$ cat src/rtl/regfile_pkg.sv
// Shared constants and types for the register-file write arbiter.
//   NUM_REGS   : architectural register count (register 0 is hardwired to zero)
//   ADDR_WIDTH : register index width
//   DATA_WIDTH : register data width
//   arbState_e : arbiter FSM states (ARB = serving requesters, CLEAR = zero-fill sweep)
//   ZERO_REG   : index of the hardwired-zero register
package regfile_pkg;

  localparam int unsigned NUM_REGS   = 32;
  localparam int unsigned ADDR_WIDTH = 5;
  localparam int unsigned DATA_WIDTH = 32;

  typedef enum logic {
    ARB   = 1'b0,
    CLEAR = 1'b1
  } arbState_e;

  localparam logic [ADDR_WIDTH-1:0] ZERO_REG  = 5'd0;
  localparam logic [ADDR_WIDTH-1:0] FIRST_REG = 5'd1;
  localparam logic [ADDR_WIDTH-1:0] LAST_REG  = ADDR_WIDTH'(NUM_REGS - 1);

endpackage

$ cat src/rtl/regfile_write_arbiter_rr_arbiter2.sv
// Two-requester grant logic for the register-file write port.
// Build option REGFILE_ARB_FAIR_EN:
//   defined   : round-robin, conflicts go to the requester not granted last
//   undefined : fixed priority, requester 0 always wins; no last-grant state
// Ports:
//   clock, ctrl_reset : clock and synchronous active-high reset
//   valid0, valid1    : requests
//   enable            : grants are being consumed this cycle (a transfer happens)
//   grant0, grant1    : combinational one-hot (or zero) grant
module rr_arbiter2 (
  input  logic clock,
  input  logic ctrl_reset,
  input  logic valid0,
  input  logic valid1,
  input  logic enable,
  output logic grant0,
  output logic grant1
);

`ifdef REGFILE_ARB_FAIR_EN
  // 1 means requester 1 was granted last; resets to 1 so requester 0 wins first.
  logic lastGrant;

  always_comb begin
    grant0 = valid0 && (!valid1 || lastGrant);
    grant1 = valid1 && (!valid0 || !lastGrant);
  end

  always_ff @(posedge clock) begin
    if (ctrl_reset) begin
      lastGrant <= 1'b1;
    end else if (enable && grant0) begin
      lastGrant <= 1'b0;
    end else if (enable && grant1) begin
      lastGrant <= 1'b1;
    end
  end
`else
  logic unusedInputs;
  assign unusedInputs = clock ^ ctrl_reset ^ enable;

  always_comb begin
    grant0 = valid0;
    grant1 = valid1 && !valid0;
  end
`endif

endmodule

$ cat src/rtl/regfile_write_arbiter.sv
// Owns the single write port of the 32x32 register file and shares it between
// requester 0 (ALU writeback) and requester 1 (multdiv/load writeback) using a
// valid/ready handshake. Also runs a zero-fill sweep of registers 1..31.
// Build option REGFILE_ARB_FAIR_EN selects round-robin (defined) or fixed
// priority to requester 0 (undefined) for conflicts.
// Ports:
//   clock, ctrl_reset          : clock, synchronous active-high reset
//   reqN_valid/reg/data        : requester N write request and payload
//   reqN_ready                 : requester N accepted this cycle (combinational)
//   clear_start                : one-cycle pulse to start the sweep
//   clear_busy                 : sweep writes are on the port
//   ctrl_writeEn/Reg, data_writeReg : registered regfile write port
module regfile_write_arbiter
  import regfile_pkg::*;
(
  input  logic                  clock,
  input  logic                  ctrl_reset,
  input  logic                  req0_valid,
  output logic                  req0_ready,
  input  logic [ADDR_WIDTH-1:0] req0_reg,
  input  logic [DATA_WIDTH-1:0] req0_data,
  input  logic                  req1_valid,
  output logic                  req1_ready,
  input  logic [ADDR_WIDTH-1:0] req1_reg,
  input  logic [DATA_WIDTH-1:0] req1_data,
  input  logic                  clear_start,
  output logic                  clear_busy,
  output logic                  ctrl_writeEn,
  output logic [ADDR_WIDTH-1:0] ctrl_writeReg,
  output logic [DATA_WIDTH-1:0] data_writeReg
);

  arbState_e             stateQ;
  logic [ADDR_WIDTH-1:0] counterQ;
  logic                  arbEnable;
  logic                  grant0;
  logic                  grant1;

  assign arbEnable  = (stateQ == ARB) && !clear_start;
  assign req0_ready = arbEnable && grant0;
  assign req1_ready = arbEnable && grant1;

  rr_arbiter2 u_arbiter (
    .clock      (clock),
    .ctrl_reset (ctrl_reset),
    .valid0     (req0_valid),
    .valid1     (req1_valid),
    .enable     (arbEnable),
    .grant0     (grant0),
    .grant1     (grant1)
  );

  // The sweep's first write is issued on the clear_start edge itself, so the
  // 31 writes and clear_busy occupy exactly the same 31 cycles. The last write
  // is issued from CLEAR while the FSM already returns to ARB, letting a
  // requester be accepted back-to-back with the end of the sweep.
  always_ff @(posedge clock) begin
    if (ctrl_reset) begin
      stateQ        <= ARB;
      counterQ      <= FIRST_REG;
      clear_busy    <= 1'b0;
      ctrl_writeEn  <= 1'b0;
      ctrl_writeReg <= '0;
      data_writeReg <= '0;
    end else begin
      unique case (stateQ)
        ARB: begin
          clear_busy   <= 1'b0;
          ctrl_writeEn <= 1'b0;
          if (clear_start) begin
            stateQ        <= CLEAR;
            clear_busy    <= 1'b1;
            ctrl_writeEn  <= 1'b1;
            ctrl_writeReg <= counterQ;
            data_writeReg <= '0;
            counterQ      <= counterQ + 1'b1;
          end else if (req0_ready) begin
            // Writes to register 0 complete the handshake but never reach the port.
            if (req0_reg != ZERO_REG) begin
              ctrl_writeEn  <= 1'b1;
              ctrl_writeReg <= req0_reg;
              data_writeReg <= req0_data;
            end
          end else if (req1_ready) begin
            if (req1_reg != ZERO_REG) begin
              ctrl_writeEn  <= 1'b1;
              ctrl_writeReg <= req1_reg;
              data_writeReg <= req1_data;
            end
          end
        end
        CLEAR: begin
          clear_busy    <= 1'b1;
          ctrl_writeEn  <= 1'b1;
          ctrl_writeReg <= counterQ;
          data_writeReg <= '0;
          if (counterQ == LAST_REG) begin
            stateQ   <= ARB;
            counterQ <= FIRST_REG;
          end else begin
            counterQ <= counterQ + 1'b1;
          end
        end
        default: stateQ <= ARB;
      endcase
    end
  end

endmodule
$ cat config.mk
export PLATFORM = sky130hd
export DESIGN_NAME = regfile_write_arbiter
export DESIGN_NICKNAME = d
export VERILOG_FILES = /design/src/rtl/regfile_pkg.sv /design/src/rtl/regfile_write_arbiter_rr_arbiter2.sv /design/src/rtl/regfile_write_arbiter.sv
export SDC_FILE = /design/constraint.sdc
export NUM_CORES = 1
export LEC_CHECK = 0
export ABC_AREA = 1
export BUFFER_PORTS_ARGS = -buffer_cell sky130_fd_sc_hd__buf_2
export CORE_ASPECT_RATIO = 0.9
export CORE_UTILIZATION = 30
export DETAILED_ROUTE_END_ITERATION = 7
export PLACE_DENSITY = 0.57
export SYNTH_ARGS = -nofsm -noshare
export SYNTH_HDL_FRONTEND = slang
export SYNTH_SLANG_ARGS = --single-unit
export TNS_END_PERCENT = 5
$ cat constraint.sdc
create_clock -name clock -period 2.9 [get_ports clock]
set_input_delay 0.435 -clock clock [delete_from_list [all_inputs] [get_ports clock]]
set_output_delay 0.435 -clock clock [all_outputs]
set_load 0.01 [all_outputs]
==> metrics.txt <==
Initial Utilization 0.3094; CTS tree done; RD Place Congestion 0.7519; first-pass GRT wire length 11.30 mm; Synth cell types 24; final hold vios 0; residual DRC count 0; Ys Warns 0; DRT Pass-1 Iters 4; Final WS setup 1.070 ns; Worst Tran Pin Value 0.8096 ns; post-place setup slack 0.7793 ns; Max transition margin 0.4603; unrepaired setup endpoints after global routing false; H-tree levels 2; top-count cell post-synth nand2_1; initial antenna violation count 0; Post-synth ARST share 0; DR WL met2 3.191 mm; Synth area leaders dfxtp_1, nand3_1, nand2_1; skew final 0.01313 ns; DP HPWL 4.818 mm; Area growth syn-to-layout 26.33%; DR iter-0 viols 111; leakage power 1.843 nW; Die Wd 101.1 um; crit-path max cell delay 0.59 ns; Die Footprint 9218 sq um; Total GRT Usage 0.1534; Final Max Slew Viols 0; Core ar. 8568 sq um; Synth area leader dfxtp_1; fin crit period 1.830 ns; Via density 4.584; final cycle utilization of the critical path 0.6312; Post-synth EDFFs 0; final setup TNS 0 ns; top cell type's share of synthesized area 0.3398; startpoint types input pin; vias after detailed routing 2,755; Worst Path Max Fanout 75; routed wl met3 394 um; vias in the first global route 2,339; Slowest-stage cell, CP buf_4; antenna cells 0; Worst EP required 3.08 ns; Mapped Area 2651 sq um; Cell Pwr Density 465.0 nW/um^2; Synth Net Count 461; crit-path cells buf_2, inv_2, buf_4, nor2_4, nand3_2, buf_4, nand3_1, nand2_1, nor2_1; sequential fraction of the synthesis area 0.3398; cts hold-fix bufs 0; Resized cells post-CTS 0; clk_lat worst skew 0.29 ns; Layout Nets 562; Max Fclk 546.3 MHz; layout cells sized above 1 0.3672; wire length on met1 3.350 mm; maximum clock insertion buffer count 2; final setup violation count 0; antenna viol nets, final 0; WL/cell 11.66 um; Clk pin slew, worst setup/hold paths 0.09 ns; Sink Count 45; Max Cap Viol 0; largest net degree at the start of global routing 76; Yosys reg bits 45; Peak VDD IR 0.1791 mV; Avg Cell Area, Syn 6.977 sq um; port bufs 119; number of core rows 32; gate count after technology mapping 380; Post-synth top cells nand2_1, nor2_1, nand3_1; uppermost layer routed met4; CP arrival 2.01 ns; gr ovfl total 0; CP dominant cell by count buf_4; outcome finished clean; clk root buf clkbuf_8; post-CTS setup buffers 0; Top FF cell, synth dfxtp_1; critical path capture point type flip-flop; worst min-delay path class input pin to flip-flop; Num CTS Buffers 5; Chip Height 91.19 um; Setup Crit Path Kind input pin to flip-flop; Ports 120; total wire length 7.009 mm
-- report_power, final --
part	leakage, nW	total [mW]	internal, mW	switching (mW)
registers	0.370	0.706	0.673	0.0330
clock network	0.0585	0.492	0.281	0.211
logic	1.41	0.359	0.157	0.202
total	1.84	1.56	1.11	0.446
-- worst max-delay path: cells and delay by family --
family                 cells  cell delay [ns]
AND/OR/NAND/NOR            5             0.42
buffers and inverters      4             1.07
-- state kept, by name (all words and copies together), names as in the netlist --
register / count
clear_busy: 1
counterQ: 5
ctrl_writeEn: 1
ctrl_writeReg: 5
data_writeReg: 32
stateQ: 1
-- area by class of cell --
class                   count  area, sq um
fillers                   953         5219
multi-input cells         281         1453
flip-flops and latches     45        900.9
repair buffers            126        648.1
well taps                 119        148.9
clock buffers               7        86.33
inverters                  22        82.58
clock inverters             1        30.03
-- cell usage in the layout (no fill, tap or decap), drive strengths merged --
cell,netlist,layout
dfxtp,45,45
o211ai,25,25
nor2,56,56
or2,25,25
nor3b,1,1
o21ai,2,2
nand3,59,59
nor3,6,6
buf,26,126
nor4,1,1
clkbuf,6,7
a21oi,38,38
inv,22,22
o31ai,1,1
bufinv,0,1
nand2,65,65
ha,2,2
-- metrics by stage --
step | util | cell area (sq um) | cells | total power, mW | hold slack, ns
global route | 0.3909 | 3349 | 601 | 1.655 | 0.3894
detailed placement | 0.3773 | 3233 | 593 | 1.081 | 0.4636
floorplan | - | 2651 | 380 | 0.9502 | 0.4650
finish | 0.3909 | 3349 | 601 | 1.558 | 0.3622
CTS | 0.3909 | 3349 | 601 | 1.578 | 0.3576
global placement | 0.3773 | 3233 | 593 | 1.076 | 0.4584
-- routing by layer --
layer,up-vias,track usage
met5,-,0
met4,0,0.04710
met3,5,0.03387
met2,69,0.2483
met1,1224,0.2015
li1,1457,-
-- final timing paths --
| path | from | end | slack [ns] | depth (start not counted) |
|---|---|---|---|---|
| worst min register to register | ctrl_writeReg[2] | ctrl_writeReg[2] | 0.48 | 2 |
| worst max register to register | stateQ | ctrl_writeReg[3] | 1.08 | 8 |
| worst min-delay path | ctrl_reset | ctrl_writeEn | 0.36 | 2 |
| worst max-delay path | req0_valid | ctrl_writeReg[3] | 1.07 | 9 |
-- cell families after synthesis --
group	synth area share
simple gates	0.3884
compound gates	0.1491
buf+inv	0.1133
flops	0.3398
fa+ha+maj	0.009437
Note: power is estimated with default switching activity, not from simulation.
